[src/rtl/updown_counter_param.sv]
// ---------------------------------------------------------------------------
// updown_counter_param
//
// Parametrised up/down counter with step size, count enable, synchronous
// clear, parallel load (clamped into the legal range) and a choice of wrap
// or saturate behaviour at the range bounds. Crossing a bound produces a
// one-cycle ovf/udf pulse and sets a sticky err flag.
//
// Parameters:
//   WIDTH    counter width in bits (2..32)
//   MIN_VAL  lowest legal count value
//   MAX_VAL  highest legal count value (MIN_VAL < MAX_VAL <= 2^WIDTH-1)
//   STEP     count increment/decrement (1..MAX_VAL-MIN_VAL)
//   SAT_MODE 0 = wrap within [MIN_VAL,MAX_VAL], 1 = saturate at the bounds
//   RST_VAL  value loaded on reset/clear (MIN_VAL..MAX_VAL)
//
// Ports:
//   c       in   clock, rising edge active
//   r       in   asynchronous active-high reset
//   en      in   count enable
//   m       in   direction, 1 = up, 0 = down
//   clr     in   synchronous clear to RST_VAL, also clears err
//   ld      in   synchronous parallel load of d (clamped)
//   d       in   load data
//   q       out  current count (registered)
//   at_max  out  q == MAX_VAL
//   at_min  out  q == MIN_VAL
//   ovf     out  one-cycle pulse, up-count crossed MAX_VAL
//   udf     out  one-cycle pulse, down-count crossed MIN_VAL
//   err     out  sticky overflow/underflow flag
// ---------------------------------------------------------------------------
module updown_counter_param #(
    parameter int              WIDTH    = 8,
    parameter longint unsigned MIN_VAL  = 0,
    parameter longint unsigned MAX_VAL  = 255,
    parameter longint unsigned STEP     = 1,
    parameter int              SAT_MODE = 0,
    parameter longint unsigned RST_VAL  = 0
) (
    input  logic             c,
    input  logic             r,
    input  logic             en,
    input  logic             m,
    input  logic             clr,
    input  logic             ld,
    input  logic [WIDTH-1:0] d,
    output logic [WIDTH-1:0] q,
    output logic             at_max,
    output logic             at_min,
    output logic             ovf,
    output logic             udf,
    output logic             err
);

    localparam longint unsigned MAX_REPR = (64'd1 << WIDTH) - 64'd1;

    // Parameter legality: any illegal combination stops elaboration.
    if (WIDTH < 2 || WIDTH > 32) begin : g_badWidth
        $error("updown_counter_param: WIDTH must be in 2..32");
    end
    if (MIN_VAL >= MAX_VAL || MAX_VAL > MAX_REPR) begin : g_badRange
        $error("updown_counter_param: need MIN_VAL < MAX_VAL <= 2^WIDTH-1");
    end
    if (STEP < 1 || STEP > MAX_VAL - MIN_VAL) begin : g_badStep
        $error("updown_counter_param: STEP must be in 1..MAX_VAL-MIN_VAL");
    end
    if (SAT_MODE != 0 && SAT_MODE != 1) begin : g_badMode
        $error("updown_counter_param: SAT_MODE must be 0 or 1");
    end
    if (RST_VAL < MIN_VAL || RST_VAL > MAX_VAL) begin : g_badReset
        $error("updown_counter_param: RST_VAL must be in MIN_VAL..MAX_VAL");
    end

    localparam logic [WIDTH-1:0] MIN_Q   = WIDTH'(MIN_VAL);
    localparam logic [WIDTH-1:0] MAX_Q   = WIDTH'(MAX_VAL);
    localparam logic [WIDTH-1:0] STEP_Q  = WIDTH'(STEP);
    localparam logic [WIDTH-1:0] RST_Q   = WIDTH'(RST_VAL);
    // Range size modulo 2^WIDTH; a full-width range becomes 0, which is
    // still correct because wrap arithmetic below is done modulo 2^WIDTH.
    localparam logic [WIDTH-1:0] RANGE_Q = WIDTH'(MAX_VAL - MIN_VAL + 64'd1);
    localparam logic [WIDTH:0]   MAX_X   = (WIDTH+1)'(MAX_VAL);
    localparam logic [WIDTH:0]   DNLIM_X = (WIDTH+1)'(MIN_VAL + STEP);

    logic [WIDTH-1:0] r_q;
    logic             r_ovf;
    logic             r_udf;
    logic             r_err;

    logic [WIDTH:0]   w_sum;
    logic             w_upCross;
    logic             w_dnCross;
    logic [WIDTH-1:0] w_upWrap;
    logic [WIDTH-1:0] w_dnNoWrap;
    logic [WIDTH-1:0] w_dnWrap;
    logic [WIDTH-1:0] w_upNext;
    logic [WIDTH-1:0] w_dnNext;
    logic [WIDTH-1:0] w_ldLow;
    logic [WIDTH-1:0] w_ldClamp;

    // Up path: the sum carries one extra bit so a result past 2^WIDTH-1 is
    // still seen as a crossing. Down path: q < MIN_VAL+STEP is exactly the
    // condition q-STEP < MIN_VAL, without needing signed arithmetic.
    // Wrapped values always land inside the legal range, so computing them
    // modulo 2^WIDTH gives the exact answer.
    assign w_sum      = {1'b0, r_q} + {1'b0, STEP_Q};
    assign w_upCross  = (w_sum > MAX_X);
    assign w_dnCross  = ({1'b0, r_q} < DNLIM_X);
    assign w_upWrap   = r_q + STEP_Q - RANGE_Q;
    assign w_dnNoWrap = r_q - STEP_Q;
    assign w_dnWrap   = r_q - STEP_Q + RANGE_Q;

    // Choose the next count value for each direction, applying the
    // boundary mode when a crossing occurs.
    always_comb begin
        w_upNext = w_sum[WIDTH-1:0];
        w_dnNext = w_dnNoWrap;
        if (w_upCross) begin
            w_upNext = (SAT_MODE != 0) ? MAX_Q : w_upWrap;
        end
        if (w_dnCross) begin
            w_dnNext = (SAT_MODE != 0) ? MIN_Q : w_dnWrap;
        end
    end

    // Load clamping. A bound that coincides with the representable limit
    // can never be exceeded, so its comparison is left out entirely.
    if (MIN_VAL == 0) begin : g_noLowClamp
        assign w_ldLow = d;
    end else begin : g_lowClamp
        assign w_ldLow = (d < MIN_Q) ? MIN_Q : d;
    end
    if (MAX_VAL == MAX_REPR) begin : g_noHighClamp
        assign w_ldClamp = w_ldLow;
    end else begin : g_highClamp
        assign w_ldClamp = (w_ldLow > MAX_Q) ? MAX_Q : w_ldLow;
    end

    // Count register with priority reset > clear > load > enable. The
    // ovf/udf pulses are rewritten every edge so they last one cycle
    // unless the crossing repeats; err only ever sets here.
    always_ff @(posedge c or posedge r) begin
        if (r) begin
            r_q   <= RST_Q;
            r_ovf <= 1'b0;
            r_udf <= 1'b0;
            r_err <= 1'b0;
        end else if (clr) begin
            r_q   <= RST_Q;
            r_ovf <= 1'b0;
            r_udf <= 1'b0;
            r_err <= 1'b0;
        end else if (ld) begin
            r_q   <= w_ldClamp;
            r_ovf <= 1'b0;
            r_udf <= 1'b0;
        end else if (en) begin
            if (m) begin
                r_q   <= w_upNext;
                r_ovf <= w_upCross;
                r_udf <= 1'b0;
                if (w_upCross) begin
                    r_err <= 1'b1;
                end
            end else begin
                r_q   <= w_dnNext;
                r_ovf <= 1'b0;
                r_udf <= w_dnCross;
                if (w_dnCross) begin
                    r_err <= 1'b1;
                end
            end
        end else begin
            r_ovf <= 1'b0;
            r_udf <= 1'b0;
        end
    end

    assign q      = r_q;
    assign at_max = (r_q == MAX_Q);
    assign at_min = (r_q == MIN_Q);
    assign ovf    = r_ovf;
    assign udf    = r_udf;
    assign err    = r_err;

endmodule

[config.mk]
export PLATFORM = sky130hd
export DESIGN_NAME = updown_counter_param
export DESIGN_NICKNAME = d
export VERILOG_FILES = /design/src/rtl/updown_counter_param.sv
export SDC_FILE = /design/constraint.sdc
export NUM_CORES = 1
export LEC_CHECK = 0
export BUFFER_PORTS_ARGS = -buffer_cell sky130_fd_sc_hd__buf_4
export CAP_MARGIN = 15
export CORE_MARGIN = 2
export CORE_UTILIZATION = 55
export DETAILED_ROUTE_END_ITERATION = 16
export PLACE_DENSITY = 0.84
export SLEW_MARGIN = 15
export SYNTH_ARGS = -nofsm -noshare
export SYNTH_HDL_FRONTEND = slang
export SYNTH_SLANG_ARGS = --single-unit
[constraint.sdc]
create_clock -name c -period 3.77 [get_ports c]
set_input_delay 0.377 -clock c [delete_from_list [all_inputs] [get_ports c]]
set_output_delay 0.377 -clock c [all_outputs]
set_load 0.05 [all_outputs]
# Yosys cells after proc, flatten, opt, wreduce, memory -nomap -nowiden
# Index checks and enable logic that the tools add are counted.
# totals
reg_bits	11
latch_bits	0
mem_bits_rw	0
mem_bits_ro	0
out_inout_bits	13
memories	0
# op_classes
addsub	3
multipliers	0
n_div	0
n_lt_le_gt_ge	2
n_eq_ne	3
n_shift	0
muxes	19
bitwise	0
reduce_logical	5
# ops
op	n
8-bit 2-to-1 mux	5
1-bit 2-to-1 mux	14
8-bit by 1-bit adder with 9-bit output (second input constant)	1
9-bit by 8-bit > comparator with 1-bit output (second input constant)	1
8-bit by 1-bit adder with 8-bit output (second input constant)	1
8-bit equality test (second input constant)	1
8-bit logical NOT	1
8-bit by 1-bit less-than comparator with 1-bit output (second input constant)	1
8-bit by 1-bit subtractor with 8-bit output (second input constant)	1
3-bit nonzero test	2
4-bit AND reduction	1
3-bit by 1-bit inequality test with 1-bit output (second input constant)	1
2-bit inequality test (second input constant)	1
2-bit nonzero test	1

# Depth between registers and ports, before layout
# Gate-level depths: netlist of the first run.
# depth
depth_word	7
ltp_mapped	8

# Worst setup path after synthesis of the first run
# OpenSTA, ideal clock, no wires.
# synth_timing
path_kind	register to register
from	reg r_q[1], in the netlist q[1]
to	reg r_err, in the netlist err
setup_time_ns	0.100
arrival_ns	2.687
required_ns	3.670
setup_slack_ns	0.983
path_stages_with_launch	6
period_less_slack_ns	2.787
path_cell_list	dfrtp_1 ha_1 nand2_1 nor3_1 a31oi_1 a311oi_1
# synth_via
elab_chain_len	4
# synth_rtl
element	line	rtl
start: declaration	84	logic [WIDTH-1:0] r_q;
start signal: assignment	153	r_q <= w_ldClamp;
start signal: assignment	158	r_q <= w_upNext;
start signal: assignment	165	r_q <= w_dnNext;
8-bit by 1-bit adder with 9-bit output	105	assign w_sum = {1'b0, r_q} + {1'b0, STEP_Q};
9-bit by 8-bit > comparator with 1-bit output	106	assign w_upCross = (w_sum > MAX_X);
3-bit by 1-bit inequality test with 1-bit output (no source line)	--	
4-bit AND reduction (no source line) *	--	
end signal: assignment	146	r_err <= 1'b0;
end signal: assignment	151	r_err <= 1'b0;
end signal: assignment	162	r_err <= 1'b1;
end: declaration	87	logic r_err;
# Every way passes the cells marked *; elsewhere a longest branch is shown, timed or not.
# A chain may end at the register's enable or synchronous reset.

# Worst setup path in the final report of the first run
# layout_timing
from	reg r_q[4], in the netlist q[4]
to	out at_min
# layout_via
elab_chain_len	1
# layout_rtl
element	line	rtl
8-bit logical NOT	180	assign at_min = (r_q == MIN_Q);
end: declaration	49	output logic at_min,
# Every way passes these cells.

==> summary.md, run 1 <==
| Metric | Value |
|---|---|
| Max-slew headroom | `69.6%` |
| Async set-reset flop share out of synthesis | `100%` |
| Clock sink count | `11` |
| TritonCTS Buffers | `3` |
| Final hold violation count | `0` |
| Initial antenna violation count | `0` |
| Gpl congestion | `0.885` |
| Via/cell ratio | `5.89` |
| Placed cell area | `1100 sq um` |
| Post-synth EDFFs | `0` |
| Port bufs | `26` |
| Post-cts resize count | `0` |
| Antenna cells | `0` |
| Worst path top cell family by delay | `simple AND/OR/NAND/NOR gates` |
| Layout Cells excl Fill | `149` |
| DIE AREA | `2080 sq um` |
| Layout Area Growth over Synthesis | `18.6%` |
| Status | `completed` |
| Layout cells sized above 1 | `28.0%` |
| Crit start category | `register` |
| Placed cells | `145` |
| Setup bufs post-CTS | `0` |
| GRT overflow | `0` |
| Root Buffer | `clkbuf_4` |
| Fmax | `0.477 GHz` |
| Initial cell density of the core | `56.9%` |
| Chip Height | `45.6 microns` |
| Synth Area in Adders | `6.58%` |
| Syn nets | `130` |
| Total Routed Length | `2110 microns` |
| Crit Path Class | `register to output port` |
| I/O pin count | `27` |
| CP max stage delay | `520 ps` |
| Distinct cells, synth | `34` |
| Share of the synthesized area in the top cell type | `28.9%` |
| Pwr dens | `309 nW/um^2` |
| Main combinational cell family by area after synthesis | `simple AND/OR/NAND/NOR gates` |
| Xor/xnor cell area share of the yosys netlist | `9.21%` |
| Largest net degree at the start of global routing | `16` |
| First-pass DRT Iterations | `5` |
| Synth Area in Simple Gates | `27.6%` |
| Worst EP arrival | `1720 ps` |
| Clock Skew | `0.815 ps` |
| Clk pin slew, worst setup/hold paths | `70 ps` |
| Top fanout value on the critical path | `10` |
| Multiplexer share of the synthesized area | `6.45%` |
| TritonCTS clock tree | `yes` |
| Clk buf depth | `2` |
| Final slew viol count | `0` |
| Post-Syn Area | `951 sq um` |
| Hold WC Path Type | `primary input to asynchronous set/reset pin` |
| Core Region | `1670 sq um` |
| Final WS setup | `1670 ps` |
| Final setup vio count | `0` |
| Crit-path cells | `nor4_1 > and3_1 > buf_4` |
| # rows | `15` |
| Crit-path slowest cell | `dfrtp_1` |
| Most common cell after layout, fill and taps aside | `buf_4` |
| Clk_lat worst skew | `270 ps` |
| GRT Resource Usage Total | `22.5%` |
| Post-synthesis instance total | `111` |
| H-tree depth | `1` |
| Syn Area/Cell | `8.57 sq um` |
| Post-place setup slack | `1810 ps` |
| First-pass GRT wire length | `3390 microns` |
| VDD IR max | `0.213 mV` |
| Final period util | `55.7%` |
| Sum of negative setup slack | `0 ps` |
| Main synth FF type | `dfrtp_1` |
| Commonest cells after routing, fill and taps aside | `26 x buf_4, 14 x nor2_1, 11 x dfrtp_1, 8 x inv_1` |
| Top cells by area, synth | `dfrtp_1 29%, ha_1 6.6%, xnor2_1 6.4%, nor2_1 5.5%, mux2i_1 5.3%` |
| Die outline width | `45.6 microns` |
| RSZ-0062 raised after global routing | `no` |
| Wire per inst | `14.2 microns` |
| Worst Path Buf+Inv | `1` |
| Initial DRC Count | `27` |
| Tmin final | `2100 ps` |
| Vias | `878` |
| Leak Pwr | `0.518 nW` |
| Post-DP HPWL | `1520 microns` |
| Layout filler cell count | `153` |
| Vias in the first global route | `753` |
| Required @ worst endpoint | `3390 ps` |
| Design area | `1130 sq um` |
| Worst-Margin Slew | `452 ps` |
| NumNets Final | `152` |
| Seq/Total Area, Yosys | `28.9%` |
| Max-cap viol count | `0` |
| Area leader, netlist | `dfrtp_1` |
| Number of synthesized register bits | `11` |
| Final antenna-violating net count | `0` |
| Syn. warnings | `0` |
| CTS Hold Buffers Added | `0` |
| CP Capture Type | `output port` |
| Residual DRC | `0` |
| Compound-Gate Fraction of Synth Area | `11.1%` |
final cells by class:
type | instances | area [sq um] | share of cell area (%)
Clock buffer | 4 | 26.3 | 2.33
Inverter | 8 | 30.0 | 2.66
Multi-Input combinational cell | 83 | 579 | 51.4
Sequential cell | 11 | 275 | 24.4
Tap cell | 17 | 21.3 | 1.89
Timing Repair Buffer | 26 | 195 | 17.3
cell usage after synthesis, types with 2 or more instances:
cell and count:
xor2_1 3, o21ai_1 3, nor2b_1 2, buf_2 2
o21a_1 3, mux2i_1 5, nor3_2 2, inv_1 8
a21oi_1 6, a31oi_1 2, nand3_1 7, nor2_1 14
nor3_1 2, nor4_1 4, buf_4 2, buf_6 3
ha_1 5, xnor2_1 7, nand2_1 4, dfrtp_1 11
clkbuf_1 2, nand4_1 2
power breakdown:
group	total, mW	switching (mW)	internal (mW)	leakage, nW
clock network	0.0796	0.0386	0.0410	0.0150
logic	0.122	0.0711	0.0512	0.357
registers	0.146	0.0211	0.125	0.146
total	0.348	0.131	0.217	0.518
final timing paths:
check | end | slack (ps) | startpoint | cells after the start
setup reg to reg | q[6] | 1800 | q[0] | 7
min in group c | q[3] | 350 | d[3] | 3
max in group asynchronous | q[7] | 3370 | r | 2
setup / recovery | at_min | 1670 | q[4] | 3
hold reg to reg | err | 560 | err | 2
hold / removal | q[5] | 100 | r | 2
kinds of logic (layout without fill, tap and decap cells):
group	count (synthesis)	count (layout)
flip-flops	11	11
multiplexers	6	6
AO/OA/AOI/OAI	17	17
buffers and inverters	17	38
adder cells (fa/ha/maj)	5	5
XOR/XNOR	10	10
AND/OR/NAND/NOR	45	45
metal layers:
layer  vias to the layer above  track usage, %  part of all wire, %
met3                         8            5.95                  5.4
met1                       410            27.2                   42
met4                         0            4.12                  1.5
met2                        36            39.7                   51
li1                        424               -                    -
met5                         -               0                    0
stage by stage:
stage | util, % | power, mW | hold WS, ps
finish | 67.5 | 0.348 | 103
global route | 67.5 | 0.369 | 143
CTS | 67.5 | 0.350 | 117
detailed placement | 65.9 | 0.269 | 406
global placement | 65.9 | 0.266 | 396
floorplan | - | 0.240 | 229
sequential cells by signal, indices dropped and copies added, names as in the netlist:
name	flops
q	8
err	1
ovf	1
udf	1
Power figures use the tool's default switching activity.
==> inputs of run 2 (changes only) <==
--- a/config.mk
+++ b/config.mk
@@ -8,9 +8,9 @@
 export BUFFER_PORTS_ARGS = -buffer_cell sky130_fd_sc_hd__buf_4
 export CAP_MARGIN = 15
 export CORE_MARGIN = 2
-export CORE_UTILIZATION = 55
+export CORE_UTILIZATION = 51
 export DETAILED_ROUTE_END_ITERATION = 16
-export PLACE_DENSITY = 0.84
+export PLACE_DENSITY = 0.78
 export SLEW_MARGIN = 15
 export SYNTH_ARGS = -nofsm -noshare
 export SYNTH_HDL_FRONTEND = slang
==> constraint.sdc (replaced) <==
create_clock -name c -period 2.1 [get_ports c]
set_input_delay 0.21 -clock c [delete_from_list [all_inputs] [get_ports c]]
set_output_delay 0.21 -clock c [all_outputs]
set_load 0.05 [all_outputs]
==> summary.md, run 2 (synthesis results as in run 1) <==
| Metric | Value |
|---|---|
| Clk pin slew, worst setup/hold paths | `80 ps` |
| RSZ-0062 raised after global routing | `no` |
| H-tree depth | `1` |
| Wire per inst | `14.1 microns` |
| Register area | `277 sq um` |
| Clk_lat worst skew | `270 ps` |
| Fmax | `0.513 GHz` |
| Crit start category | `register` |
| Chip Height | `47.2 microns` |
| VDD IR max | `0.384 mV` |
| Final antenna-violating net count | `0` |
| Crit Path Class | `register to output port` |
| First-pass DRT Iterations | `4` |
| CP max stage delay | `510 ps` |
| Min-delay src | `d[1]` |
| Leak Pwr | `0.560 nW` |
| Final slew viol count | `0` |
| Crit-path cells | `nor4_1 > and3_1 > buf_4` |
| GRT Resource Usage Total | `24.2%` |
| Layout cells sized above 1 | `32.1%` |
| Tmin final | `1950 ps` |
| Vias | `913` |
| Post-DP HPWL | `1680 microns` |
| Status | `completed` |
| Root Buffer | `clkbuf_4` |
| Multi-input logic area | `591 sq um` |
| Core Region | `1750 sq um` |
| Beginning of the worst register-to-register path | `q[0]` |
| TritonCTS clock tree | `yes` |
| Worst Path Buf+Inv | `1` |
| Worst path top cell family by delay | `simple AND/OR/NAND/NOR gates` |
| TritonCTS Buffers | `3` |
| Largest register FFs | `8` |
| Pwr dens | `544 nW/um^2` |
| DIE AREA | `2230 sq um` |
| NumNets Final | `157` |
| Top fanout value on the critical path | `10` |
| Die outline width | `47.2 microns` |
| First-pass GRT wire length | `3830 microns` |
| Max-slew headroom | `68.0%` |
| Vias in the first global route | `870` |
| Placed cell area | `1150 sq um` |
| Layout Area Growth over Synthesis | `25.3%` |
| Design area | `1190 sq um` |
| Final period util | `92.8%` |
| Required @ worst endpoint | `1890 ps` |
| Hold WC Path Type | `primary input to register` |
| Initial DRC Count | `14` |
| Clock sink count | `11` |
| Gpl congestion | `0.858` |
| GRT overflow | `0` |
| Final hold violation count | `0` |
| I/O pin count | `27` |
| Antenna cells | `0` |
| Port bufs | `26` |
| Clk buf depth | `2` |
| Max-cap viol count | `0` |
| Layout filler cell count | `154` |
| Largest net degree at the start of global routing | `15` |
| Final setup vio count | `0` |
| Total Routed Length | `2290 microns` |
| Design Power | `0.648 mW` |
| Worst-Margin Slew | `476 ps` |
| Clock Skew | `3.44 ps` |
| Commonest cells after routing, fill and taps aside | `30 x buf_4, 14 x nor2_1, 10 x dfrtp_1, 8 x inv_1` |
| # rows | `15` |
| Initial antenna violation count | `0` |
| Most common cell after layout, fill and taps aside | `buf_4` |
| Initial cell density of the core | `54.5%` |
| CP Capture Type | `output port` |
| Crit path from | `q[4]` |
| Worst EP arrival | `1740 ps` |
| Via/cell ratio | `5.64` |
| Residual DRC | `0` |
| Crit-path slowest cell | `dfrtp_1` |
run 2: changes by cell type in the layout (fill, tap and decap cells not counted):
cell           delta
buf_4             +4
clkbuf_1          -1
clkinv_2          +1
dfrtp_1           -1
dfrtp_2           +1
dlygate4sd3_1     +1
nor3_1            -1
nor3_4            +1
run 2: power breakdown:
part	switching [mW]	internal [mW]	total [mW]	leakage (nW)
logic	0.148	0.101	0.249	0.397
clock network	0.0800	0.0704	0.150	0.0177
registers	0.0245	0.225	0.249	0.145
run 2: area by class of cell:
| class | count | share of cell area, % |
|---|---|---|
| clock buffer | 3 | 1.89 |
| clock inverter | 1 | 0.420 |
| inverter | 8 | 2.52 |
| multi-input combinational | 83 | 49.6 |
| sequential | 11 | 23.2 |
| tap | 25 | 2.63 |
| timing repair buffer | 31 | 19.7 |
run 2: tightest hold or removal path, cell delays in order:
cell and delay (ps):
buf_4 80, a21oi_1 50, nor2_1 70
run 2: timing repair:
item / in CTS / in global routing
endpoints found under the hold margin: 11 / 0
gates resized for setup: 0 / 0
buffers inserted: 0 / 0
hold buffers: 1 / 0
run 2: final timing paths:
kind	to	slack [ps]	cells after the start
setup / recovery	at_min	150	3
hold / removal	q[1]	190	3
setup reg to reg	q[6]	300	7
hold reg to reg	err	560	2
max in group asynchronous	q[0]	1270	3
min in group asynchronous	q[7]	500	3
run 2: through the flow:
step	hold slack, ps	TNS (ps)	utilization, %	cells	worst slack [ps]
floorplan	62.4	-6.22	-	111	-6.22
global placement	230	0	66.1	157	366
detailed placement	246	0	66.1	157	321
CTS	187	0	68.2	162	180
global route	190	0	68.2	162	31.4
finish	186	0	68.2	162	151
run 2: per-layer routing:
| metal | up-vias | GRT usage [%] | share of wire (%) |
|---|---|---|---|
| met2 | 45 | 42.5 | 52 |
| li1 | 436 | - | - |
| met5 | - | 0 | 0 |
| met4 | 0 | 6.11 | 1.3 |
| met3 | 6 | 3.85 | 7.1 |
| met1 | 426 | 30.6 | 40 |
==> inputs of run 3 (changes only) <==
--- a/config.mk
+++ b/config.mk
@@ -5,6 +5,7 @@
 export SDC_FILE = /design/constraint.sdc
 export NUM_CORES = 1
 export LEC_CHECK = 0
+export ABC_AREA = 1
 export BUFFER_PORTS_ARGS = -buffer_cell sky130_fd_sc_hd__buf_4
 export CAP_MARGIN = 15
 export CORE_MARGIN = 2
==> constraint.sdc (replaced) <==
create_clock -name c -period 2.1 [get_ports c]
set_input_delay 0.21 -clock c [delete_from_list [all_inputs] [get_ports c]]
set_output_delay 0.21 -clock c [all_outputs]
set_load 0.02 [all_outputs]
==> summary.md, run 3 <==
| Metric | Value |
|---|---|
| Status | `completed` |
| # rows | `15` |
| R2R Setup Slk | `360 ps` |
| Port bufs | `26` |
| Critical path depth in cells | `5` |
| Design Power | `0.642 mW` |
| Antenna cells | `0` |
| Worst-Margin Slew | `499 ps` |
| R2R depth | `12` |
| Clock Skew | `0.544 ps` |
| Vias | `1,091` |
| Largest net degree at the start of global routing | `13` |
| First-pass DRT Iterations | `5` |
| Pwr dens | `531 nW/um^2` |
| GRT overflow | `0` |
| Post-DP HPWL | `1970 microns` |
| Syn Area/Cell | `6.57 sq um` |
| Number of synthesized register bits | `11` |
| VDD IR max | `0.336 mV` |
| Worst Path Buf+Inv | `2` |
| Chip Height | `47.5 microns` |
| Total Routed Length | `2610 microns` |
| Tmin final | `1970 ps` |
| Synth top cells by count | `30 x nand2_1, 18 x inv_1, 17 x nor2_1` |
| Clk buf depth | `2` |
| Worst EP arrival | `1760 ps` |
| Initial DRC Count | `59` |
| Vias in the first global route | `916` |
| Placed cells | `195` |
| Layout Cells excl Fill | `200` |
| NumNets Final | `195` |
| Beginning of the worst register-to-register path | `q[1]` |
| Root Buffer | `clkbuf_4` |
| Syn. warnings | `0` |
| Wire per inst | `13.1 microns` |
| Die outline width | `47.5 microns` |
| Initial antenna violation count | `0` |
| Layout Area Growth over Synthesis | `25.1%` |
| Top-count cell post-synth | `nand2_1` |
| Final antenna-violating net count | `0` |
| Residual DRC | `0` |
| Most common cell after layout, fill and taps aside | `nand2_1` |
| Clk_lat worst skew | `280 ps` |
| Fmax | `0.508 GHz` |
| Crit-path cells | `ha_1 > nand4_1 > or3_1 > inv_1 > buf_4` |
| Share of the synthesized area in the top cell type | `28.5%` |
| Hold WC Path Type | `primary input to register` |
| Crit-path slowest cell | `dfrtp_1` |
| TritonCTS Buffers | `3` |
| Final slew viol count | `0` |
| Main synth FF type | `dfrtp_1` |
| CP Capture Type | `output port` |
| Area leader, netlist | `dfrtp_1` |
| Final period util | `93.8%` |
| Post-synthesis instance total | `147` |
| Async set-reset flop share out of synthesis | `100%` |
| Gpl congestion | `0.933` |
| Distinct cells, synth | `27` |
| Max-slew headroom | `66.6%` |
| Hold Crit Depth | `2` |
| Clk pin slew, worst setup/hold paths | `80 ps` |
| GRT Resource Usage Total | `25.5%` |
| Leak Pwr | `0.593 nW` |
| Largest register FFs | `8` |
| TritonCTS clock tree | `yes` |
| CP max stage delay | `520 ps` |
| Final setup vio count | `0` |
| Post-synth EDFFs | `0` |
| Seq/Total Area, Yosys | `28.5%` |
| Clock sink count | `11` |
| Sum of negative setup slack | `0 ps` |
| Layout filler cell count | `160` |
| Post-cts resize count | `0` |
| DIE AREA | `2260 sq um` |
| R2R Path End | `err` |
| First-pass GRT wire length | `4050 microns` |
| RSZ-0062 raised after global routing | `no` |
| Post-Syn Area | `966 sq um` |
| Commonest cells after routing, fill and taps aside | `30 x nand2_1, 26 x buf_4, 18 x inv_1, 17 x nor2_1, 12 x nand3_1` |
| Design area | `1210 sq um` |
| Layout cells sized above 1 | `24.0%` |
| I/O pin count | `27` |
| H-tree depth | `1` |
| Syn nets | `166` |
| Hold Path Sink | `err` |
| Via/cell ratio | `5.46` |
| Required @ worst endpoint | `1890 ps` |
| Max-cap viol count | `0` |
| Min-delay src | `clr` |
| Final hold violation count | `0` |
| Top fanout value on the critical path | `9` |
| Top cells by area, synth | `dfrtp_1 28%, nand2_1 12%, inv_1 7.0%, nor2_1 6.6%, ha_1 6.5%` |
| Initial cell density of the core | `55.3%` |
| Core Region | `1750 sq um` |
| Crit start category | `register` |
| Crit Path Class | `register to output port` |
| Worst path top cell family by delay | `flip-flops` |
| Placed cell area | `1170 sq um` |
## run 3: cell count changes after synthesis, sizes merged, moves of 4 or more
cell	before	now
nor2	14	21
nand2	4	33
o21ai	4	14
nand3	7	12
buf	7	2
nor4	5	1
o22ai	0	4
xnor2	7	0
mux2i	5	0
inv	8	22
## run 3: final cells by class
cell class | count | area (sq um) | area share (%)
clock buffer | 4 | 26.3 | 2.17
tap | 25 | 31.3 | 2.59
multi-input combinational | 111 | 586 | 48.4
sequential | 11 | 275 | 22.8
timing repair buffer | 27 | 205 | 17.0
inverter | 22 | 85.1 | 7.04
## run 3: worst max-delay path by stage
stage,startpoint,to,slack [ps]
after floorplan,q[1],err,400
after global placement,q[1],err,460
after detailed placement,q[1],err,390
after CTS,q[1],at_max,150
after global routing,q[1],at_max,20
final,q[1],at_max,130
## run 3: where the power goes
group / total (mW) / internal, mW / switching [mW]
Clock: 0.156 / 0.0738 / 0.0825
Combinational: 0.229 / 0.0900 / 0.139
Sequential: 0.256 / 0.226 / 0.0301
Total: 0.642 / 0.390 / 0.252
## run 3: cell families after synthesis
family	after synthesis	share of synthesized area, %
adder cells (fa/ha/maj)	5	6.48
buffers and inverters	25	10.9
AO/OA/AOI/OAI	32	19.3
AND/OR/NAND/NOR	73	33.9
flip-flops	11	28.5
XOR/XNOR	1	0.907
## run 3: what timing repair did
action	in CTS	in global routing
hold buffers	1	0
hold endpoints to repair	11	0
buffers inserted	0	0
## run 3: worst register-to-register path: cells and delay by family, from the launching register on
family	cells	cell delay (ps)
AND/OR/NAND/NOR	8	540
AO/OA/AOI/OAI	1	100
adder cells (fa/ha/maj)	1	330
buffers and inverters	2	190
flip-flops	1	520
## run 3: routing by layer
layer | part of all wire (%) | up-vias | GRT usage, %
met4 | 1.3 | 0 | 8.33
li1 | - | 546 | -
met5 | 0 | - | 0
met1 | 44 | 485 | 35.1
met3 | 8.1 | 5 | 3.40
met2 | 46 | 55 | 41.1
## run 3: through the flow
stage	utilization (%)	hold WS, ps	setup WS, ps
2_1_floorplan	-	62.4	402
3_3_place_gp	67.2	245	457
3_5_place_dp	67.2	250	385
4_1_cts	69.2	116	151
5_1_grt	69.2	130	17.9
6_report	69.2	112	131
